===== config.mk =====
export PLATFORM = sky130hd
export DESIGN_NAME = alu_serial_sequencer_flat
export DESIGN_NICKNAME = d
export VERILOG_FILES = /design/src/rtl/alu_serial_sequencer_if.sv /design/src/rtl/alu_serial_sequencer.sv /design/src/flat_wrapper.sv
export SDC_FILE = /design/constraint.sdc
export NUM_CORES = 1
export LEC_CHECK = 0
export CORE_MARGIN = 2
export CORE_UTILIZATION = 44
export DETAILED_ROUTE_END_ITERATION = 10
export GPL_ROUTABILITY_DRIVEN = 0
export PLACE_DENSITY_LB_ADDON = 0.05
export REMOVE_ABC_BUFFERS = 1
export SLEW_MARGIN = 20
export SYNTH_ARGS = -nofsm -noshare
export SYNTH_HDL_FRONTEND = slang
export SYNTH_SLANG_ARGS = --single-unit

===== constraint.sdc =====
create_clock -name clk -period 1.4 [get_ports clk]
set_clock_uncertainty 0.15 [all_clocks]
set_input_delay 0.28 -clock clk [delete_from_list [all_inputs] [get_ports clk]]
set_output_delay 0.28 -clock clk [all_outputs]
set_load 0.02 [all_outputs]

===== src/rtl/alu_serial_sequencer_if.sv =====
// Request/response bundle for the bit-serial ALU sequencer: operation request
// in, busy/done/result back.
interface alu_serial_sequencer_if #(
  parameter int WIDTH = 8
) ();
  logic             start;
  logic [WIDTH-1:0] op_a;
  logic [WIDTH-1:0] op_b;
  logic [2:0]       op_sel;
  logic             busy;
  logic             done;
  logic [WIDTH-1:0] result;

  modport master (
    output start, op_a, op_b, op_sel,
    input  busy, done, result
  );

  modport slave (
    input  start, op_a, op_b, op_sel,
    output busy, done, result
  );
endinterface


===== src/rtl/alu_serial_sequencer.sv =====
// Bit-serial controller around a 1-bit combinational ALU: streams operands
// LSB-first, gathers ALU_Out into a WIDTH-bit result, pulses done.
module alu_serial_sequencer #(
  parameter int WIDTH = 8
) (
  input  logic                    clk,
  input  logic                    rst_n,
  alu_serial_sequencer_if.slave   req,
  output logic                    alu_a,
  output logic                    alu_b,
  output logic [2:0]              alu_sel,
  input  logic                    alu_out
);

  localparam int CW = $clog2(WIDTH);

  localparam logic [1:0] S_IDLE  = 2'd0;
  localparam logic [1:0] S_SHIFT = 2'd1;
  localparam logic [1:0] S_DONE  = 2'd2;

  logic [1:0]       state_q,  state_d;
  logic [CW-1:0]    cnt_q,    cnt_d;
  logic [WIDTH-1:0] a_q,      a_d;
  logic [WIDTH-1:0] b_q,      b_d;
  logic [2:0]       sel_q,    sel_d;
  logic [WIDTH-2:0] acc_q,    acc_d;
  logic [WIDTH-1:0] result_q, result_d;
  logic [WIDTH-1:0] shifted;

  // The final ALU bit joins the WIDTH-1 bits already gathered; the same word
  // seeds the next accumulator value, so the result needs no extra shift.
  assign shifted = {alu_out, acc_q};

  always_comb begin
    // NOTE: every always_comb output gets a default first so no path can hold
    // a previous value and infer a latch.
    state_d  = state_q;
    cnt_d    = cnt_q;
    a_d      = a_q;
    b_d      = b_q;
    sel_d    = sel_q;
    acc_d    = acc_q;
    result_d = result_q;

    unique case (state_q)
      S_IDLE: begin
        if (req.start) begin
          a_d     = req.op_a;
          b_d     = req.op_b;
          sel_d   = req.op_sel;
          cnt_d   = '0;
          state_d = S_SHIFT;
        end
      end
      S_SHIFT: begin
        acc_d = shifted[WIDTH-1:1];
        a_d   = a_q >> 1;
        b_d   = b_q >> 1;
        cnt_d = cnt_q + CW'(1);
        if (cnt_q == CW'(WIDTH - 1)) begin
          result_d = shifted;
          state_d  = S_DONE;
        end
      end
      S_DONE:  state_d = S_IDLE;
      default: state_d = S_IDLE;
    endcase
  end

  always_ff @(posedge clk) begin
    // NOTE: sequential state uses non-blocking assignments only, so every flop
    // samples the pre-edge values regardless of statement order.
    if (!rst_n) begin
      // NOTE: the operand and accumulator registers are cleared too, so an
      // aborted operation leaves no stale bits behind.
      state_q  <= S_IDLE;
      cnt_q    <= '0;
      a_q      <= '0;
      b_q      <= '0;
      sel_q    <= '0;
      acc_q    <= '0;
      result_q <= '0;
    end else begin
      state_q  <= state_d;
      cnt_q    <= cnt_d;
      a_q      <= a_d;
      b_q      <= b_d;
      sel_q    <= sel_d;
      acc_q    <= acc_d;
      result_q <= result_d;
    end
  end

  // ALU drive is forced to zero outside SHIFT so the ALU sees a quiet input.
  assign alu_a   = (state_q == S_SHIFT) ? a_q[0] : 1'b0;
  assign alu_b   = (state_q == S_SHIFT) ? b_q[0] : 1'b0;
  assign alu_sel = (state_q == S_SHIFT) ? sel_q  : 3'b000;

  assign req.busy   = (state_q == S_SHIFT);
  assign req.done   = (state_q == S_DONE);
  assign req.result = result_q;

endmodule

===== src/flat_wrapper.sv =====
// flat-port wrapper written by rule: the top's interface ports become plain ports
module alu_serial_sequencer_flat 
#(
  parameter int WIDTH = 8
)
  (clk, rst_n, alu_a, alu_b, alu_sel, alu_out, req_start, req_op_a, req_op_b, req_op_sel, req_busy, req_done, req_result);
  alu_serial_sequencer_if #(.WIDTH(WIDTH)) req_i ();
  input  logic clk;
  input  logic rst_n;
  output logic alu_a;
  output logic alu_b;
  output logic [2:0] alu_sel;
  input  logic alu_out;
  input wire logic [$bits(req_i.start)-1:0] req_start;
  input wire logic [$bits(req_i.op_a)-1:0] req_op_a;
  input wire logic [$bits(req_i.op_b)-1:0] req_op_b;
  input wire logic [$bits(req_i.op_sel)-1:0] req_op_sel;
  output wire logic [$bits(req_i.busy)-1:0] req_busy;
  output wire logic [$bits(req_i.done)-1:0] req_done;
  output wire logic [$bits(req_i.result)-1:0] req_result;
  assign req_i.start = req_start;
  assign req_i.op_a = req_op_a;
  assign req_i.op_b = req_op_b;
  assign req_i.op_sel = req_op_sel;
  assign req_busy = req_i.busy;
  assign req_done = req_i.done;
  assign req_result = req_i.result;
  alu_serial_sequencer #(.WIDTH(WIDTH)) u_core (.clk(clk), .rst_n(rst_n), .req(req_i), .alu_a(alu_a), .alu_b(alu_b), .alu_sel(alu_sel), .alu_out(alu_out));
endmodule

==> flow_summary.ini <==
[synthesis]
synth_cell_types = 26
yosys_register_bits = 39
synth_edf_count = 0
async_flop_share_pct = 0
synth_seq_area_share_pct = 47.60
yosys-top-cells-count = dfxtp_1, nand2_1, nand3_1
synthesis.area_um2 = 1640
yosysMostFrequentCell = dfxtp_1
syn_area_per_cell_um2 = 8.915
synth_top_area_share_pct = 47.60
synth_area_leaders = dfxtp_1, mux2i_1, nand3_1
postSynthCellCount = 184
yosysWarnings = 0
synth_area_leader_cell = dfxtp_1
synth_ff_type = dfxtp_1

[sta]
holdWs_ps = 310.3
post-route-min-period_ps = 1554
hold_viol_final = 0
tightest_slew_ps = 327.5
report.final.slew_viol_count = 0
fin_crit_sh_pct = 111.0
relSlewSlack_pct = 78.16
worst_slack_ps = -153.6
rsz0062_at_grt = true
setup_viol = 21
timing.fmax_mhz = 643.7

[route]
drt_iter0_drc = 103
wirelength_mm = 4.271
wl_per_cell_um = 14.53
antenna_left = 0
route.vias.total = 1551
first_pass_iters = 4
drc = 0
via_per_inst = 5.276

[grt]
antenna_found_initial = 0
grt_overflow = 0
grt_start_max_net_pins = 33
grt_usage_pct = 21.06
grt_pass1_wl_mm = 6.920
grt_pass1_vias = 1572

[layout]
n_antenna_cell = 0
filler_cell_count = 277
synthToLayoutAreaGrowth_pct = 59.42
nets = 270
final_cell_count_no_fill = 294
drive_gt1_share_pct = 39.43
design_area_um2 = 2615

[floorplanning]
io_pins = 38
start_util_pct = 45.14
die_w_um = 65.06
rows = 22
core-area_um2 = 3633
die_h_um = 65.06
die-area_um2 = 4232

[placement]
io_buffers = 37
dp.cells = 272
dp_hpwl_mm = 2.473
dp_slack_ps = -369.7
dpl_cell_area_um2 = 2126

[power_and_ir_drop]
ir_drop_uv = 612.9
pwr-share-seq_pct = 46.1
comb_power_share_pct = 16.2
p_leak_uw = 0.001056
p_switching_uw = 604.2
powerDensity_nw_per_um2 = 984.8
power_frac_clock_pct = 37.7
p_int_uw = 1971
p_sw_share_pct = 23.46

[setup_path]
end_kind = output port
cp_max_fo = 8
worstSetupPathType = reg -> out
arrival_ps = 1120
cp.required_ps = 970
crit_path_start_kind = flop

[clock_network]
cts_tree = done
cts_made_buffers = 5
root_buffer = clkbuf_8
cts.sinks = 39
clk_path_buf_depth = 2
worstSkewPairLatency_ps = 290
htreeDepth = 2
clkTransAtPathRegs_ps = 70

[status]
violations = setup timing
status = complete, but fails checks

[flow_run]
cap_violations = 0

[min_path]
timing.hold.worst.class = reg -> reg
sequential cells by signal, summed over array words and instances, names as in the netlist:
| name | flops |
|---|---|
| u_core.req.result | 8 |
| u_core.b_q | 8 |
| u_core.state_q | 2 |
| u_core.acc_q | 7 |
| u_core.cnt_q | 3 |
| u_core.a_q | 8 |
| u_core.sel_q | 3 |
per-layer routing:
metal  share of wire (%)  global-route usage [%]  up-vias  routed length (um)
li1                    -                       -      773                   -
met1                  47                   26.39      741                1997
met2                  49                   36.98       32                2094
met3                 3.3                   4.167        5                 142
met4                0.84                   5.469        0                  36
met5                   0                       0        -                   0
layout make-up:
type | instances | area, um^2 | area share (%)
Clock buffer | 6 | 82.58 | 3.158
Clock inverter | 2 | 35.03 | 1.340
Inverter | 2 | 15.01 | 0.5742
Multi-Input combinational cell | 129 | 954.7 | 36.51
Sequential cell | 39 | 785.8 | 30.05
Tap cell | 48 | 60.06 | 2.297
Timing Repair Buffer | 68 | 681.9 | 26.08
worst paths after layout:
| kind | startpoint | end | slack [ps] | cells after the start |
|---|---|---|---|---|
| setup / recovery | u_core.state_q[1]$_SDFFE_PN0P_ | alu_a | -150 | 4 |
| hold / removal | u_core.sel_q[1]$_SDFFE_PN0P_ | u_core.sel_q[1]$_SDFFE_PN0P_ | 310 | 2 |
| setup reg to reg | u_core.state_q[0]$_SDFFE_PN0P_ | u_core.a_q[6]$_SDFFE_PN0P_ | -60 | 5 |
| hold reg to reg | u_core.sel_q[1]$_SDFFE_PN0P_ | u_core.sel_q[1]$_SDFFE_PN0P_ | 310 | 2 |
worst max-delay path, stage by stage (launching register included):
cell and delay, ps:
dfxtp_2 340, nand2b_4 160, inv_8 90, and2_4 140, buf_6 110
power groups by stage:
stage / combinational, uW / sequential [uW] / clock (uW)
global route: 444 / 1190 / 1040
finish: 417 / 1190 / 971
detailed placement: 287 / 1210 / 0
global placement: 281 / 1200 / 0
floorplan: 112 / 1210 / 0
CTS: 365 / 1180 / 994
cell families (layout without fill, tap and decap cells):
family,count (synthesis),count (layout),share of synthesized area [%]
simple gates,67,68,20.06
compound gates,44,44,16.63
flops,39,39,47.60
buf+inv,17,78,5.034
mux,15,15,9.153
fa+ha+maj,2,2,1.525
stage by stage:
| step | power (uW) | setup TNS (ps) | util (%) |
|---|---|---|---|
| 6_report | 2575 | -1400 | 71.97 |
| 3_5_place_dp | 1493 | -8485 | 58.51 |
| 4_1_cts | 2542 | -1188 | 68.29 |
| 5_1_grt | 2672 | -2389 | 71.97 |
| 3_3_place_gp | 1484 | -8471 | 58.51 |
| 2_1_floorplan | 1324 | -21740 | - |
layout by cell type, fill, tap and decap left out, types with 2 or more instances in the layout:
| cell type | n |
|---|---|
| a21boi_1 | 7 |
| and2_4 | 5 |
| buf_12 | 3 |
| buf_2 | 2 |
| buf_4 | 14 |
| buf_6 | 17 |
| buf_8 | 2 |
| clkbuf_2 | 7 |
| clkbuf_8 | 6 |
| clkdlybuf4s50_1 | 20 |
| dfxtp_1 | 35 |
| dfxtp_2 | 4 |
| ha_4 | 2 |
| mux2i_1 | 12 |
| mux2i_2 | 3 |
| nand2_1 | 29 |
| nand3_1 | 14 |
| nand3_2 | 9 |
| nor2_4 | 2 |
| o211ai_1 | 14 |
| o21ai_1 | 12 |
| o21ai_2 | 10 |
| or3b_4 | 2 |
timing repair:
item | CTS | global route
hold buffers | 0 | 0
setup endpoints to repair | 43 | 46
buffers inserted | 7 | 5
pin swaps | 22 | 24
gates cloned | 3 | 0
gates resized for setup | 92 | 43
Note: power is estimated with default switching activity, not from simulation.
